===== config.mk =====
export PLATFORM = sky130hd
export DESIGN_NAME = rom_port_arbiter
export DESIGN_NICKNAME = d
export VERILOG_FILES = /design/src/rtl/rom_port_arbiter_pkg.sv /design/src/rtl/rom_port_arbiter_rr_grant2.sv /design/src/rtl/rom_port_arbiter.sv
export SDC_FILE = /design/constraint.sdc
export NUM_CORES = 1
export LEC_CHECK = 0
export BUFFER_PORTS_ARGS = -buffer_cell sky130_fd_sc_hd__buf_4
export CORE_ASPECT_RATIO = 1.4
export CORE_UTILIZATION = 43
export DETAILED_ROUTE_END_ITERATION = 10
export MAX_ROUTING_LAYER = met4
export PLACE_DENSITY_LB_ADDON = 0.25
export SETUP_SLACK_MARGIN = 0.15
export SYNTH_ARGS = -nofsm -noshare
export SYNTH_HDL_FRONTEND = slang
export SYNTH_SLANG_ARGS = --single-unit

===== constraint.sdc =====
create_clock -name clk -period 1.82 [get_ports clk]
set_input_delay 0.091 -clock clk [delete_from_list [all_inputs] [get_ports clk]]
set_output_delay 0.091 -clock clk [all_outputs]
set_load 0.01 [all_outputs]

===== src/rtl/rom_port_arbiter_pkg.sv =====
// -----------------------------------------------------------------------------
// rom_port_arbiter_pkg
// Shared definitions for the two-master ROM port arbiter:
//   - arb_state_t     : arbiter FSM state encoding
//   - MST_FETCH/DATA  : master indices used for ownership and priority
//   - TIMEOUT_DEFAULT : default WAIT-cycle budget before an error response
//   - CNT_W           : width of the WAIT-cycle counter (covers TIMEOUT 2..255)
// -----------------------------------------------------------------------------
package rom_port_arbiter_pkg;

    typedef enum logic [1:0] {
        ST_IDLE  = 2'd0,
        ST_ISSUE = 2'd1,
        ST_WAIT  = 2'd2,
        ST_RESP  = 2'd3
    } arb_state_t;

    localparam logic MST_FETCH = 1'b0;
    localparam logic MST_DATA  = 1'b1;

    localparam int TIMEOUT_DEFAULT = 16;
    localparam int CNT_W           = 8;

endpackage


===== src/rtl/rom_port_arbiter_rr_grant2.sv =====
// -----------------------------------------------------------------------------
// rr_grant2
// Combinational two-way round-robin picker.
//   req   : qualified requests, bit 0 = fetch master, bit 1 = data master
//   prio  : master that wins when both request (the one not granted last)
//   grant : one-hot grant, all zero when nobody requests
// -----------------------------------------------------------------------------
module rr_grant2
    import rom_port_arbiter_pkg::*;
(
    input  logic [1:0] req,
    input  logic       prio,
    output logic [1:0] grant
);

    // Single requester always wins; a tie goes to the priority master.
    always_comb begin
        grant = 2'b00;
        case (req)
            2'b01: grant = 2'b01;
            2'b10: grant = 2'b10;
            2'b11: begin
                if (prio == MST_DATA) begin
                    grant = 2'b10;
                end else begin
                    grant = 2'b01;
                end
            end
            default: grant = 2'b00;
        endcase
    end

endmodule


===== src/rtl/rom_port_arbiter.sv =====
// -----------------------------------------------------------------------------
// rom_port_arbiter
// Shares one ROM read port between a fetch master (0) and a data master (1).
// One transaction is outstanding at a time: IDLE -> ISSUE -> WAIT -> RESP.
// Ports:
//   clk, reset_n                       clock, asynchronous active-low reset
//   fRequest_i/fAddr_i                 fetch request (level) and byte address
//   fData_o/fDataOk_o/fErr_o           fetch response data, pulse, timeout flag
//   dRequest_i/dAddr_i                 data request (level) and byte address
//   dData_o/dDataOk_o/dErr_o           data response data, pulse, timeout flag
//   request_o/addr_o                   memory request pulse and held address
//   data_i/dataOk_i                    memory read data and valid
// -----------------------------------------------------------------------------
module rom_port_arbiter
    import rom_port_arbiter_pkg::*;
#(
    parameter int ADDR_W  = 32,
    parameter int DATA_W  = 32,
    parameter int TIMEOUT = TIMEOUT_DEFAULT
) (
    input  logic              clk,
    input  logic              reset_n,
    input  logic              fRequest_i,
    input  logic [ADDR_W-1:0] fAddr_i,
    output logic [DATA_W-1:0] fData_o,
    output logic              fDataOk_o,
    output logic              fErr_o,
    input  logic              dRequest_i,
    input  logic [ADDR_W-1:0] dAddr_i,
    output logic [DATA_W-1:0] dData_o,
    output logic              dDataOk_o,
    output logic              dErr_o,
    output logic              request_o,
    output logic [ADDR_W-1:0] addr_o,
    input  logic [DATA_W-1:0] data_i,
    input  logic              dataOk_i
);

    localparam logic [CNT_W-1:0] LAST_CNT = CNT_W'(TIMEOUT - 1);

    arb_state_t        state_r;
    arb_state_t        next_state_s;
    logic              prio_r;
    logic              owner_r;
    logic [CNT_W-1:0]  cnt_r;
    logic              request_r;
    logic [ADDR_W-1:0] addr_r;
    logic [DATA_W-1:0] f_data_r;
    logic              f_ok_r;
    logic              f_err_r;
    logic [DATA_W-1:0] d_data_r;
    logic              d_ok_r;
    logic              d_err_r;

    logic [1:0]        req_q_s;
    logic [1:0]        grant_s;
    logic              grant_fire_s;
    logic              resp_fire_s;
    logic              timeout_s;
    logic [DATA_W-1:0] resp_data_s;

    // A held request is masked while its own response pulse is out, so the
    // same request is never granted twice.
    always_comb begin
        req_q_s = {dRequest_i & ~d_ok_r, fRequest_i & ~f_ok_r};
    end

    rr_grant2 u_rr_grant2 (
        .req   (req_q_s),
        .prio  (prio_r),
        .grant (grant_s)
    );

    // Next-state logic; a dataOk_i on the last WAIT cycle beats the timeout.
    always_comb begin
        next_state_s = state_r;
        grant_fire_s = 1'b0;
        resp_fire_s  = 1'b0;
        timeout_s    = 1'b0;
        case (state_r)
            ST_IDLE: begin
                if (grant_s != 2'b00) begin
                    next_state_s = ST_ISSUE;
                    grant_fire_s = 1'b1;
                end else begin
                    next_state_s = ST_IDLE;
                end
            end
            ST_ISSUE: next_state_s = ST_WAIT;
            ST_WAIT: begin
                if (dataOk_i) begin
                    next_state_s = ST_RESP;
                    resp_fire_s  = 1'b1;
                end else if (cnt_r == LAST_CNT) begin
                    next_state_s = ST_RESP;
                    resp_fire_s  = 1'b1;
                    timeout_s    = 1'b1;
                end else begin
                    next_state_s = ST_WAIT;
                end
            end
            ST_RESP: next_state_s = ST_IDLE;
            default: next_state_s = ST_IDLE;
        endcase
    end

    // Response payload: memory data on success, zero on timeout.
    always_comb begin
        if (timeout_s) begin
            resp_data_s = {DATA_W{1'b0}};
        end else begin
            resp_data_s = data_i;
        end
    end

    // FSM state, grant bookkeeping, memory request and WAIT counter.
    always_ff @(posedge clk or negedge reset_n) begin
        if (!reset_n) begin
            state_r   <= ST_IDLE;
            prio_r    <= MST_FETCH;
            owner_r   <= MST_FETCH;
            cnt_r     <= {CNT_W{1'b0}};
            request_r <= 1'b0;
            addr_r    <= {ADDR_W{1'b0}};
        end else begin
            state_r   <= next_state_s;
            request_r <= grant_fire_s;
            if (grant_fire_s) begin
                owner_r <= grant_s[1];
                prio_r  <= ~grant_s[1];
                addr_r  <= grant_s[1] ? dAddr_i : fAddr_i;
            end
            if (state_r == ST_ISSUE) begin
                cnt_r <= {CNT_W{1'b0}};
            end else if ((state_r == ST_WAIT) && !resp_fire_s) begin
                cnt_r <= cnt_r + {{(CNT_W-1){1'b0}}, 1'b1};
            end
        end
    end

    // Per-master response registers; data holds between pulses.
    always_ff @(posedge clk or negedge reset_n) begin
        if (!reset_n) begin
            f_data_r <= {DATA_W{1'b0}};
            f_ok_r   <= 1'b0;
            f_err_r  <= 1'b0;
            d_data_r <= {DATA_W{1'b0}};
            d_ok_r   <= 1'b0;
            d_err_r  <= 1'b0;
        end else begin
            f_ok_r  <= 1'b0;
            f_err_r <= 1'b0;
            d_ok_r  <= 1'b0;
            d_err_r <= 1'b0;
            if (resp_fire_s) begin
                if (owner_r == MST_DATA) begin
                    d_data_r <= resp_data_s;
                    d_ok_r   <= 1'b1;
                    d_err_r  <= timeout_s;
                end else begin
                    f_data_r <= resp_data_s;
                    f_ok_r   <= 1'b1;
                    f_err_r  <= timeout_s;
                end
            end
        end
    end

    assign request_o = request_r;
    assign addr_o    = addr_r;
    assign fData_o   = f_data_r;
    assign fDataOk_o = f_ok_r;
    assign fErr_o    = f_err_r;
    assign dData_o   = d_data_r;
    assign dDataOk_o = d_ok_r;
    assign dErr_o    = d_err_r;

endmodule


After elaboration in Yosys (flattened, before gate mapping)
Index checks and enable logic that the tools add are counted.
{"block": "totals", "output_inout_bits": 101, "elab_cells": 58, "ff_bits": 113, "inputBits": 101}
{"block": "classes", "n_mux": 25, "reduce_logical": 7, "add_sub_neg": 1, "n_eq_ne": 7, "bitwise": 6}
{"cell": "32-bit two-way mux", "count": 2}
{"cell": "1-bit two-way mux", "count": 18}
{"cell": "8-bit two-way mux", "count": 2}
{"cell": "8-bit by 1-bit adder with 8-bit output (second input constant)", "count": 1}
{"cell": "2-bit equality test (second input constant)", "count": 4}
{"cell": "8-bit by 4-bit equality test with 1-bit output (second input constant)", "count": 1}
{"cell": "2-bit case mux with 4 select lines", "count": 1}
{"cell": "2-bit case mux with 3 select lines", "count": 1}
{"cell": "2-bit by 1-bit equality test with 1-bit output (second input constant)", "count": 2}
{"cell": "1-bit inverter", "count": 4}
{"cell": "2-bit AND reduction", "count": 2}
{"cell": "2-bit nonzero test", "count": 2}
{"cell": "1-bit bitwise AND", "count": 2}
{"cell": "2-bit zero test", "count": 1}
{"cell": "2-bit two-way mux", "count": 1}
{"cell": "1-bit logical AND", "count": 1}
{"cell": "1-bit zero test", "count": 1}

Longest topological paths before layout
Gate-level depths: netlist of run 1.
{"block": "logic_depth", "ltp_word": 8, "mapped_depth": 7}

Hierarchy
From an unflattened synthesis of run 1, not the netlist that was laid out.
{"block": "unflattened", "cells_unflattened": 404, "area_unflattened_um2": 4743.3}
{"module": "rom_port_arbiter", "area_each_um2": 4724.5, "instances": 1, "cells_per_inst": 401}
{"module": "rr_grant2", "area_each_um2": 18.8, "instances": 1, "cells_per_inst": 3}

Least setup slack after synthesis of run 1
Ideal clock, no wire load.
{"block": "synth_timing", "path_kind": "flip-flop to flip-flop", "from": "register cnt_r[4]", "to": "register d_data_r[10], in the netlist dData_o[10]", "slack_ns": 0.006, "stages_incl_launch_ff": 7, "t_arrival_ns": 1.692, "required_ns": 1.698, "synth_period_minus_slack_ns": 1.814, "path_cell_list": "dfrtp_1 -> or4_1 -> buf_2 -> o21bai_4 -> nand3_4 -> buf_6 -> a32o_1"}
{"block": "synth_via", "elab_chain_len": 5, "word_cells_on_any_way": 8, "cone_classes": "eq/ne: 1; mux: 6; reduce/logical: 1"}
{"item": "start, declared", "line_no": "rom_port_arbiter.sv:45", "text": "logic [CNT_W-1:0] cnt_r;"}
{"item": "start signal, assigned", "line_no": "rom_port_arbiter.sv:122", "text": "cnt_r <= {CNT_W{1'b0}};"}
{"item": "start signal, assigned", "line_no": "rom_port_arbiter.sv:134", "text": "cnt_r <= {CNT_W{1'b0}};"}
{"item": "start signal, assigned", "line_no": "rom_port_arbiter.sv:136", "text": "cnt_r <= cnt_r + {{(CNT_W-1){1'b0}}, 1'b1};"}
{"item": "8-bit by 4-bit equality test with 1-bit output (*)", "line_no": "rom_port_arbiter.sv:94", "text": "end else if (cnt_r == LAST_CNT) begin"}
{"item": "1-bit two-way mux (*)", "line_no": "rom_port_arbiter.sv:94"}
{"item": "1-bit two-way mux", "line_no": "rom_port_arbiter.sv:91", "text": "if (dataOk_i) begin"}
{"item": "1-bit two-way mux", "line_no": "rom_port_arbiter.sv:80", "text": "case (state_r)"}
{"item": "32-bit two-way mux / 2-bit AND reduction (equally long branches)"}
{"item": "end signal, assigned", "line_no": "rom_port_arbiter.sv:147", "text": "d_data_r <= {DATA_W{1'b0}};"}
{"item": "end signal, assigned", "line_no": "rom_port_arbiter.sv:157", "text": "d_data_r <= resp_data_s;"}
{"item": "end, declared", "line_no": "rom_port_arbiter.sv:51", "text": "logic [DATA_W-1:0] d_data_r;"}
Every way passes the cells marked *; elsewhere a longest branch is shown, timed or not.
A chain may end at the register's enable or synchronous reset.

Worst setup path after layout of run 1
{"block": "layout_timing", "from": "register cnt_r[7]", "to": "register cnt_r[5]"}
{"block": "layout_via", "elab_chain_len": 7}
{"item": "8-bit by 4-bit equality test with 1-bit output", "line_no": "rom_port_arbiter.sv:94"}
{"item": "1-bit two-way mux", "line_no": "rom_port_arbiter.sv:94"}
{"item": "1-bit two-way mux", "line_no": "rom_port_arbiter.sv:91"}
{"item": "1-bit two-way mux", "line_no": "rom_port_arbiter.sv:80"}
{"item": "1-bit zero test", "line_no": "rom_port_arbiter.sv:135", "text": "end else if ((state_r == ST_WAIT) && !resp_fire_s) begin"}
{"item": "1-bit logical AND", "line_no": "rom_port_arbiter.sv:135"}
{"item": "2-bit nonzero test (no line)"}
Every way passes these cells.

==> flow_summary_export.csv, run 1 <==
group,metric,value,unit
run_status,status,"finished, final reports clean",
synthesis,synth-async-reset-ratio,100,%
floorplan,fp.dieH,125,µm
place,gp_congestion,0.866,
clock_network,clock_latency,0.41,ns
global_route,gr-usage-met2,54.3,%
timing,period_needed,1.78,ns
synthesis,synth_ff_type,"dfrtp_1",
synthesis,ys_seq_area_share,60.8,%
hold_path,hold_path.class,"in2async",
setup_path,cp_num_buf_inv,2,
synthesis,synth.distinct_cells,36,
drt,wire_per_inst,19.8,µm
final_layout,stdcell_area,0.00813,mm²
timing,slew_violations,0,
global_route,grtUsageTotal,30.9,%
synthesis,yosysWarningCount,0,
floorplan,initial_core_util,44.5,%
drt,vias,4613,
setup_path,start_kind,"register",
final_layout,nFillCells,603,
drt,via_per_inst,5.57,
place,place_area,0.00647,mm²
clock_network,cts_made_buffers,17,
synthesis,synthCells,368,
final_layout,multiInputGateArea,0.00170,mm²
setup_path,critPathMaxStageDelay,0.57,ns
timing,slew_headroom,72.1,%
floorplan,core_area,0.0105,mm²
synthesis,synth_edf_count,0,
setup_path,criticalPathCategory,"reg2reg",
final_layout,finish.utilization,77.7,%
global_route,gr-total-overflow,0,
floorplan,die_area,0.0112,mm²
drt,remaining_drc_errors,0,
timing,finalSetupViolCount,0,
drt,drtPass1Iterations,5,
clock_network,cts.sinks,113,
drt,drt_iter0_markers,347,
place,hpwl,9000,µm
timing,fmax,0.561,GHz
timing,tightest_slew,0.414,ns
floorplan,io_pins,202,
power,p_leak,4.02,nW
place,io_buffers,201,
run,drv_cap,0,
synthesis,synth_nets,474,
setup_path,critPathCaptureType,"register",
setup_path,crit_fanout,6,
global_route,grt_pass1_wl,26200,µm
timing,fin_crit_sh,97.9,%
drt,ant_nets,0,
timing,rsz0062_at_grt,"true",
setup_path,cp_slowest_cell,"or4_4",
global_route,grt_use_met3,7.60,%
setup_path,critical-path-top-delay-family,"simple AND/OR/NAND/NOR gates",
final_layout,area_growth,74.8,%
global_route,grt_max_degree,63,
clock_network,htreeDepth,4,
final_layout,layout-drive-gt1-share,38.6,%
power,power.density,1660,mW/mm²
clock_network,cts_tree,"built",
setup_path,arrival,2.11,ns
drt,routed_wl,16400,µm
floorplan,floorplan.die.width,89.9,µm
final_layout,final_cells,828,
setup_path,crit_chain,"or4_4 > buf_6 > o211ai_1 > buf_4 > o21ai_0 > a21oi_1",
synthesis,syn_area,0.00465,mm²
final_layout,seqCellArea,0.00283,mm²
timing,skew,0.00915,ns
clock_network,clockBufferDepth,2,
final_layout,n_antenna_cell,0,
clock_network,path_clk_slew,0.05,ns
setup_path,crit_required,2.15,ns
global_route,antenna_found_initial,0,
timing,hold_violations,0,
synthesis,avgSynthCellArea,12.6,µm²
place,dp_cells,695,
global_route,grt_pass1_vias,4924,
floorplan,rows,44,
synthesis,ys_seq_elements,113,
global_route,use_met1,34.5,%
power,peakVddDrop,1.03,mV
global_route,top_usage_layer,"met2",
clock_network,cts-root-buf,"clkbuf_16",
final_layout,final_nets,783,
-- Yosys cell counts, drive strengths merged, types with 2 or more instances --
| library cell | instances | area [µm²] |
|---|---|---|
| a21oi | 4 | 20.0 |
| nand2 | 37 | 139 |
| nor2b | 3 | 18.8 |
| a22o | 32 | 280 |
| xnor2 | 2 | 17.5 |
| xor2 | 3 | 26.3 |
| nand3 | 3 | 27.5 |
| o2bb2ai | 32 | 280 |
| a32o | 32 | 320 |
| nor4 | 2 | 12.5 |
| o211ai | 2 | 15.0 |
| o21ai | 6 | 30.0 |
| ha | 5 | 62.6 |
| or4 | 2 | 15.0 |
| buf | 9 | 62.6 |
| a21o | 34 | 255 |
| clkbuf | 23 | 86.3 |
| nor2 | 6 | 22.5 |
| inv | 6 | 22.5 |
| dfrtp | 113 | 2830 |
-- worst paths after layout --
path | slack (ns) | cells past startpoint | endpoint | from
worst max register to register | 0.04 | 6 | cnt_r[5] | cnt_r[7]
min in group clk | 0.10 | 3 | dErr_o | dataOk_i
worst max-delay path | 0.04 | 6 | cnt_r[5] | cnt_r[7]
worst min-delay path | 0.09 | 2 | fData_o[8] | reset_n
max in group asynchronous | 1.08 | 3 | fData_o[4] | reset_n
worst min register to register | 0.49 | 1 | fData_o[20] | fData_o[20]
-- state kept, by name (all words and copies together) (netlist names) --
| signal | flops |
|---|---|
| cnt_r | 8 |
| dErr_o | 1 |
| fData_o | 32 |
| fDataOk_o | 1 |
| dData_o | 32 |
| request_o | 1 |
| fErr_o | 1 |
| dDataOk_o | 1 |
| prio_r | 1 |
| owner_r | 1 |
| state_r | 2 |
| addr_o | 32 |
-- what timing repair did --
| action | in CTS | in global routing |
|---|---|---|
| gates resized for setup | 4 | 4 |
| hold buffers | 97 | 0 |
| setup buffers | 2 | 2 |
| endpoints found under the hold margin | 209 | 0 |
| gates cloned | 0 | 0 |
| pin swaps | 2 | 4 |
| endpoints found under the setup margin | 71 | 71 |
-- final cells by class --
type	count	share of cell area, %
clock buffers	19	5.33
clock inverters	13	2.28
inverters	6	0.277
multi-input cells	217	20.9
flip-flops and latches	113	34.8
well taps	138	2.12
repair buffers	322	34.3
-- per-layer routing --
metal  up-vias  part of all wire (%)
met1      2297                    37
met2       253                    54
met5         -                     0
met3        38                   6.5
li1       2025                     -
met4         0                   2.3
-- stage by stage --
step,worst slack (ns),hold slack (ns),total power (W),TNS (ns)
final,0.0388,0.0938,0.0135,0
after global placement,0.0448,-0.0208,0.00939,0
after global routing,-0.00163,0.111,0.0141,-0.00213
after detailed placement,-0.0149,-0.0230,0.00957,-0.0388
after CTS,0.0539,0.0824,0.0133,0
after floorplan,0.00805,-0.205,0.00693,0
-- cells by family (layout without fill, tap and decap cells) --
group | count (synthesis) | count (layout) | share of synthesized area (%)
AO/OA/AOI/OAI | 147 | 147 | 27.0
XOR/XNOR | 5 | 5 | 0.942
adder cells (fa/ha/maj) | 5 | 5 | 1.35
buffers and inverters | 38 | 360 | 3.69
flip-flops | 113 | 113 | 60.8
AND/OR/NAND/NOR | 60 | 60 | 6.24
-- power by group --
group / internal [W] / switching (W)
registers: 0.00361 / 0.000778
logic: 0.00301 / 0.00259
clock network: 0.00229 / 0.00122
-- layout by cell type, fill, tap and decap left out, drive strengths merged, types with 2 or more instances in the layout --
master and count:
dlygate4sd3 97, nand3 3, o211ai 2, clkbuf 19, nor4 2, or4 2
bufinv 4, xor2 3, nor2b 3, xnor2 2, clkinvlp 5, inv 8
clkinv 2, ha 5, a22o 32, a21o 34, buf 225, nor2 6
a32o 32, o21ai 6, nand2 37, dfrtp 113, o2bb2ai 32, a21oi 4
Power figures use the tool's default switching activity.
==> run 2, diff against run 1 <==
--- a/config.mk
+++ b/config.mk
@@ -10,7 +10,7 @@
 export CORE_UTILIZATION = 43
 export DETAILED_ROUTE_END_ITERATION = 10
 export MAX_ROUTING_LAYER = met4
-export PLACE_DENSITY_LB_ADDON = 0.25
+export PLACE_DENSITY = 0.79
 export SETUP_SLACK_MARGIN = 0.15
 export SYNTH_ARGS = -nofsm -noshare
 export SYNTH_HDL_FRONTEND = slang
==> run 2 against run 1 <==
Against the previous run: global-route usage decreased by 1.4 points; routed wire length decreased by 2.7%; total power decreased by 2.6%; first-iteration DRC count decreased by 25%; count of clock-buffer cells in the layout increased by 3; clock power decreased by 11%; critical endpoint is now dData_o[2]; largest cell class unchanged; largest power group unchanged.
==> flow_summary_export.csv, run 2 (same netlist as run 1, synthesis figures left out) <==
group,metric,value,unit
timing,period_needed,1.78,ns
setup_path,crit_fanout,32,
drt,wire_per_inst,19.4,µm
drt,drt_iter0_markers,261,
timing,hold_violations,0,
timing,tightest_slew,0.405,ns
final_layout,layout-drive-gt1-share,38.9,%
setup_path,reg2reg_to,"dData_o[2]",
setup_path,reg2reg_from,"cnt_r[7]",
hold_path,whs_endpoint,"dErr_o",
timing,rsz0062_at_grt,"true",
setup_path,critPathCaptureType,"register",
power,p_total,0.0132,W
drt,ant_nets,0,
setup_path,crit_required,2.10,ns
clock_network,clockBufferDepth,2,
floorplan,core_area,0.0105,mm²
clock_network,htreeDepth,4,
setup_path,criticalPathCategory,"reg2reg",
global_route,antenna_found_initial,2,
power,power.density,1630,mW/mm²
timing,finalSetupViolCount,0,
place,pre_cts_slack,0.00204,ns
setup_path,arrival,2.06,ns
clock_network,cts_made_buffers,17,
timing,fin_crit_sh,97.6,%
timing,slew_violations,0,
power,peakVddDrop,0.973,mV
hold_path,hp-start,"dataOk_i",
final_layout,final_common_cell,"buf_4",
floorplan,die_area,0.0112,mm²
hold_path,hold_path.class,"in2reg",
timing,layout_setup_ws,0.0433,ns
global_route,grt_max_degree,70,
hold_path,hold-path-cell-count,3,
place,place_area,0.00644,mm²
place,io_buffers,201,
clock_network,path_clk_slew,0.05,ns
setup_path,r2r_slack,0.04,ns
drt,vias,4516,
floorplan,io_pins,202,
place,hpwl,8920,µm
global_route,grt_pass1_vias,4844,
clock_network,clock_latency,0.41,ns
final_layout,seqCellArea,0.00283,mm²
floorplan,rows,44,
floorplan,initial_core_util,44.5,%
final_layout,stdcell_area,0.00806,mm²
drt,via_per_inst,5.48,
timing,fmax,0.563,GHz
global_route,grtUsageTotal,29.6,%
drt,routed_wl,15900,µm
final_layout,final_cell_mix,"212 x buf_4, 112 x dfrtp_1, 96 x dlygate4sd3_1",
run_status,status,"finished, final reports clean",
power,p_leak,4.00,nW
run,drv_cap,0,
timing,skew,0.0104,ns
setup_path,start_kind,"register",
clock_network,cts-root-buf,"clkbuf_16",
clock_network,cts_tree,"built",
clock_network,cts.sinks,113,
global_route,gr-total-overflow,0,
timing,slew_headroom,72.9,%
global_route,grt_pass1_wl,24700,µm
final_layout,final_nets,780,
final_layout,nFillCells,659,
drt,remaining_drc_errors,0,
drt,drtPass1Iterations,5,
setup_path,reg2reg_depth,5,
final_layout,multiInputGateArea,0.00171,mm²
floorplan,fp.dieH,125,µm
floorplan,floorplan.die.width,89.9,µm
place,gp_congestion,0.845,
final_layout,area_growth,73.2,%
[run 2: cell types whose count changed in the layout (fill, tap and decap cells not counted), sizes merged, moves of 3 or more]
cell and delta:
clkinv +3, clkinvlp -5, buf -3, clkbuf +4
[run 2: worst max-delay path: stages, from the launching register on]
cell	delay, ns
dfrtp_1	0.37
or4_4	0.56
o21bai_4	0.18
nand3_4	0.11
buf_12	0.19
a32o_1	0.23
[run 2: area by class of cell]
class                      count  share of cell area (%)
sequential                   113                    35.1
antenna                        2                  0.0621
timing repair buffer         319                    34.3
clock buffer                  22                    5.89
tap                          138                    2.14
multi-input combinational    217                    21.2
clock inverter                 7                    1.06
inverter                       6                   0.280
[run 2: stage by stage]
stage	hold WS, ns	instances	util [%]	setup TNS, ns
CTS	0.00407	819	76.1	0
floorplan	-0.205	368	-	0
global route	0.0831	824	77.0	-0.0154
detailed placement	0.101	694	61.5	0
finish	0.0819	824	77.0	0
global placement	0.0986	694	61.5	0
[run 2: worst max-delay path by stage]
stage / startpoint / endpoint / slack, ns / depth (start not counted)
3_5_place_dp: cnt_r[7] / dData_o[31] / 0.002 / 5
3_3_place_gp: cnt_r[7] / dData_o[1] / 0.03 / 5
2_1_floorplan: cnt_r[5] / dData_o[10] / 0.008 / 6
6_report: cnt_r[7] / dData_o[2] / 0.04 / 5
5_1_grt: cnt_r[7] / dData_o[31] / -0.01 / 5
4_1_cts: cnt_r[7] / dData_o[2] / 0.05 / 5
[run 2: what timing repair did]
| action | CTS | global route |
|---|---|---|
| gates resized for setup | 1 | 14 |
| endpoints found under the hold margin | 209 | 0 |
| setup buffers | 0 | 2 |
| hold buffers | 96 | 0 |
| endpoints found under the setup margin | 68 | 78 |
| cloned | 0 | 1 |
| pin swaps | 3 | 6 |
[run 2: where the power goes]
group | total (W) | internal (W) | switching (W) | leakage (nW)
logic | 0.00559 | 0.00302 | 0.00258 | 2.29
registers | 0.00441 | 0.00362 | 0.000790 | 1.43
clock network | 0.00315 | 0.00208 | 0.00107 | 0.281
total | 0.0132 | 0.00872 | 0.00444 | 4.00
[run 2: per-layer routing]
metal	routed length, µm	global-route usage [%]	up-vias
met2	8500	49.0	252
li1	-	-	2016
met1	5770	31.8	2187
met5	0	-	-
met4	786	19.7	0
met3	888	6.33	61
==> run 3, diff against run 2 <==
--- a/config.mk
+++ b/config.mk
@@ -5,12 +5,13 @@
 export SDC_FILE = /design/constraint.sdc
 export NUM_CORES = 1
 export LEC_CHECK = 0
+export ABC_AREA = 1
 export BUFFER_PORTS_ARGS = -buffer_cell sky130_fd_sc_hd__buf_4
 export CORE_ASPECT_RATIO = 1.4
-export CORE_UTILIZATION = 43
+export CORE_UTILIZATION = 44
 export DETAILED_ROUTE_END_ITERATION = 10
 export MAX_ROUTING_LAYER = met4
-export PLACE_DENSITY = 0.79
+export PLACE_DENSITY = 0.8
 export SETUP_SLACK_MARGIN = 0.15
 export SYNTH_ARGS = -nofsm -noshare
 export SYNTH_HDL_FRONTEND = slang
==> run 3 against run 2 <==
Against the previous run: global-route usage grew 3.2 points; fmax grew 14%; combinational power is 1% lower; utilization down 2.1 points; worst hold slack worse by 0.041 ns; setup slack gained 0.22 ns; total power is 0.63% higher.
==> flow_summary_export.csv, run 3 <==
group,metric,value,unit
place,hpwl,10300,µm
final_layout,final_cell_mix,"227 x nand2_1, 208 x buf_4, 113 x dfrtp_1",
place,io_buffers,201,
drt,routed_wl,18300,µm
setup_path,crit_required,2.15,ns
clock_network,cts_setup_buffers,0,
synthesis,post-synth-top-count-cell,"nand2_1",
run,drv_cap,0,
synthesis,synth-async-reset-ratio,100,%
hold_path,hold_path.class,"in2reg",
synthesis,ys_seq_area_share,56.5,%
setup_path,critPathCaptureType,"register",
setup_path,cp_slowest_cell,"dfrtp_1",
global_route,grtUsageTotal,32.8,%
global_route,grt_pass1_vias,5909,
drt,vias,5558,
synthesis,synth_ff_type,"dfrtp_1",
power,peakVddDrop,0.956,mV
setup_path,cp_num_buf_inv,2,
final_layout,area_growth,64.5,%
final_layout,layout-drive-gt1-share,32.5,%
global_route,grt_pass1_wl,28700,µm
floorplan,die_area,0.0118,mm²
clock_network,cts_tree,"built",
timing,fmax,0.643,GHz
clock_network,clock_latency,0.41,ns
floorplan,rows,45,
timing,fin_crit_sh,85.4,%
setup_path,critPathMaxStageDelay,0.39,ns
clock_network,path_clk_slew,0.06,ns
timing,slew_violations,0,
floorplan,core_area,0.0110,mm²
place,gp_congestion,0.847,
final_layout,final_nets,967,
synthesis,syn_area,0.00500,mm²
setup_path,arrival,1.88,ns
synthesis,synth_top_area_share,56.5,%
clock_network,cts-root-buf,"clkbuf_16",
timing,tightest_slew,0.505,ns
setup_path,reg2reg_from,"state_r[0]",
hold_path,hold-path-cell-count,3,
setup_path,cp_num_cells,7,
synthesis,ys_seq_elements,113,
setup_path,reg2reg_depth,7,
hold_path,hp-start,"dataOk_i",
synthesis,synth.distinct_cells,22,
synthesis,synth_top_area_cell,"dfrtp_1",
final_layout,final_cells,1014,
global_route,gr-total-overflow,0,
timing,rsz0062_at_grt,"true",
setup_path,crit_fanout,33,
setup_path,crit_chain,"inv_1 > ha_1 > nand2_2 > nor2_2 > buf_4 > nand2_1 > nand3_1",
global_route,grt_max_degree,65,
synthesis,synth_edf_count,0,
timing,period_needed,1.55,ns
synthesis,yosysWarningCount,0,
floorplan,initial_core_util,45.6,%
timing,slew_headroom,66.3,%
synthesis,ys_top_cells_by_area,"dfrtp_1 57%, nand2_1 17%, nand4_1 8.5%",
power,p_leak,4.29,nW
final_layout,n_antenna_cell,0,
drt,wire_per_inst,18.1,µm
setup_path,critical-path-top-delay-family,"buffers and inverters",
floorplan,fp.dieH,128,µm
timing,finalSetupViolCount,0,
clock_network,cts_made_buffers,17,
synthesis,synth_nets,673,
synthesis,synthCells,567,
run_status,status,"finished, final reports clean",
timing,hold_ws,0.0413,ns
drt,remaining_drc_errors,0,
synthesis,synth_commonest_cells,"227 x nand2_1, 113 x dfrtp_1, 68 x nand4_1, 41 x nand3_1, 30 x nand2_2",
drt,ant_nets,0,
place,dp_cells,886,
drt,via_per_inst,5.48,
clock_network,htreeDepth,4,
setup_path,cp-startpoint,"state_r[0]",
floorplan,io_pins,202,
clock_network,cts.sinks,113,
timing,finalSetupTns,0,ns
final_layout,final_common_cell,"nand2_1",
setup_path,start_kind,"register",
timing,skew,0.00852,ns
drt,drt_iter0_markers,329,
floorplan,floorplan.die.width,92.1,µm
setup_path,criticalPathCategory,"reg2reg",
drt,drtPass1Iterations,8,
synthesis,avgSynthCellArea,8.82,µm²
clock_network,clockBufferDepth,2,
power,power.density,1610,mW/mm²
final_layout,nFillCells,654,
global_route,antenna_found_initial,0,
timing,hold_violations,0,
[run 3: final cells by class]
class / instances / area, µm² / area share (%)
inverter: 21 / 78.8 / 0.958
clock buffer: 20 / 447 / 5.43
clock inverter: 11 / 139 / 1.69
tap: 141 / 176 / 2.14
sequential: 113 / 2830 / 34.4
timing repair buffer: 311 / 2640 / 32.1
multi-input combinational: 397 / 1920 / 23.3
[run 3: metal layers]
metal  global-route usage [%]  vias up  wire (µm)  share of wire (%)
li1                         -     2442          -                  -
met1                     33.9     2666       6370                 35
met2                     55.1      365       9590                 52
met3                     9.31       85       1480                8.1
met4                     19.7        0        909                5.0
met5                        -        -          0                  0
[run 3: through the flow]
stage | power (W) | worst slack (ns) | cell area, µm² | util (%)
CTS | 0.0130 | 0.190 | 8210 | 74.8
detailed placement | 0.00945 | 0.193 | 6660 | 60.6
finish | 0.0132 | 0.266 | 8230 | 75.0
global route | 0.0139 | 0.125 | 8230 | 75.0
floorplan | 0.00687 | 0.396 | 5000 | -
global placement | 0.00925 | 0.297 | 6660 | 60.6
[run 3: worst reg2reg max path: cells and delay by family, from the launching register on]
| kind | cells | cell delay, ns |
|---|---|---|
| adders and majority gates | 1 | 0.19 |
| and+or+nand+nor | 4 | 0.43 |
| DFF | 1 | 0.39 |
| buffers and inverters | 2 | 0.48 |
[run 3: worst paths after layout]
check                                    to  slack [ns]
worst max-delay path             addr_o[16]        0.27
worst min-delay path            dData_o[29]        0.04
worst max register to register   addr_o[16]        0.27
worst min register to register  dData_o[15]        0.47
max in group asynchronous        fData_o[5]        0.98
min in group asynchronous        addr_o[16]        0.19
[run 3: kinds of logic (layout without fill, tap and decap cells)]
group,count (synthesis),count (layout),share of synthesized area [%]
AO/OA/AOI/OAI,6,6,1.05
XOR/XNOR,1,1,0.175
adder cells (fa/ha/maj),5,5,1.25
buffers and inverters,57,363,5.45
flip-flops,113,113,56.5
AND/OR/NAND/NOR,385,385,35.5
[run 3: power by group]
part,internal (W),switching [W]
Clock,0.00217,0.00117
Sequential,0.00361,0.000776
Combinational,0.00245,0.00307
Total,0.00822,0.00502
[run 3: what timing repair did]
action,4_1_cts,5_1_grt
hold buffers,97,0
resized for setup,0,3
endpoints found under the setup margin,0,13
hold endpoints to repair,127,0
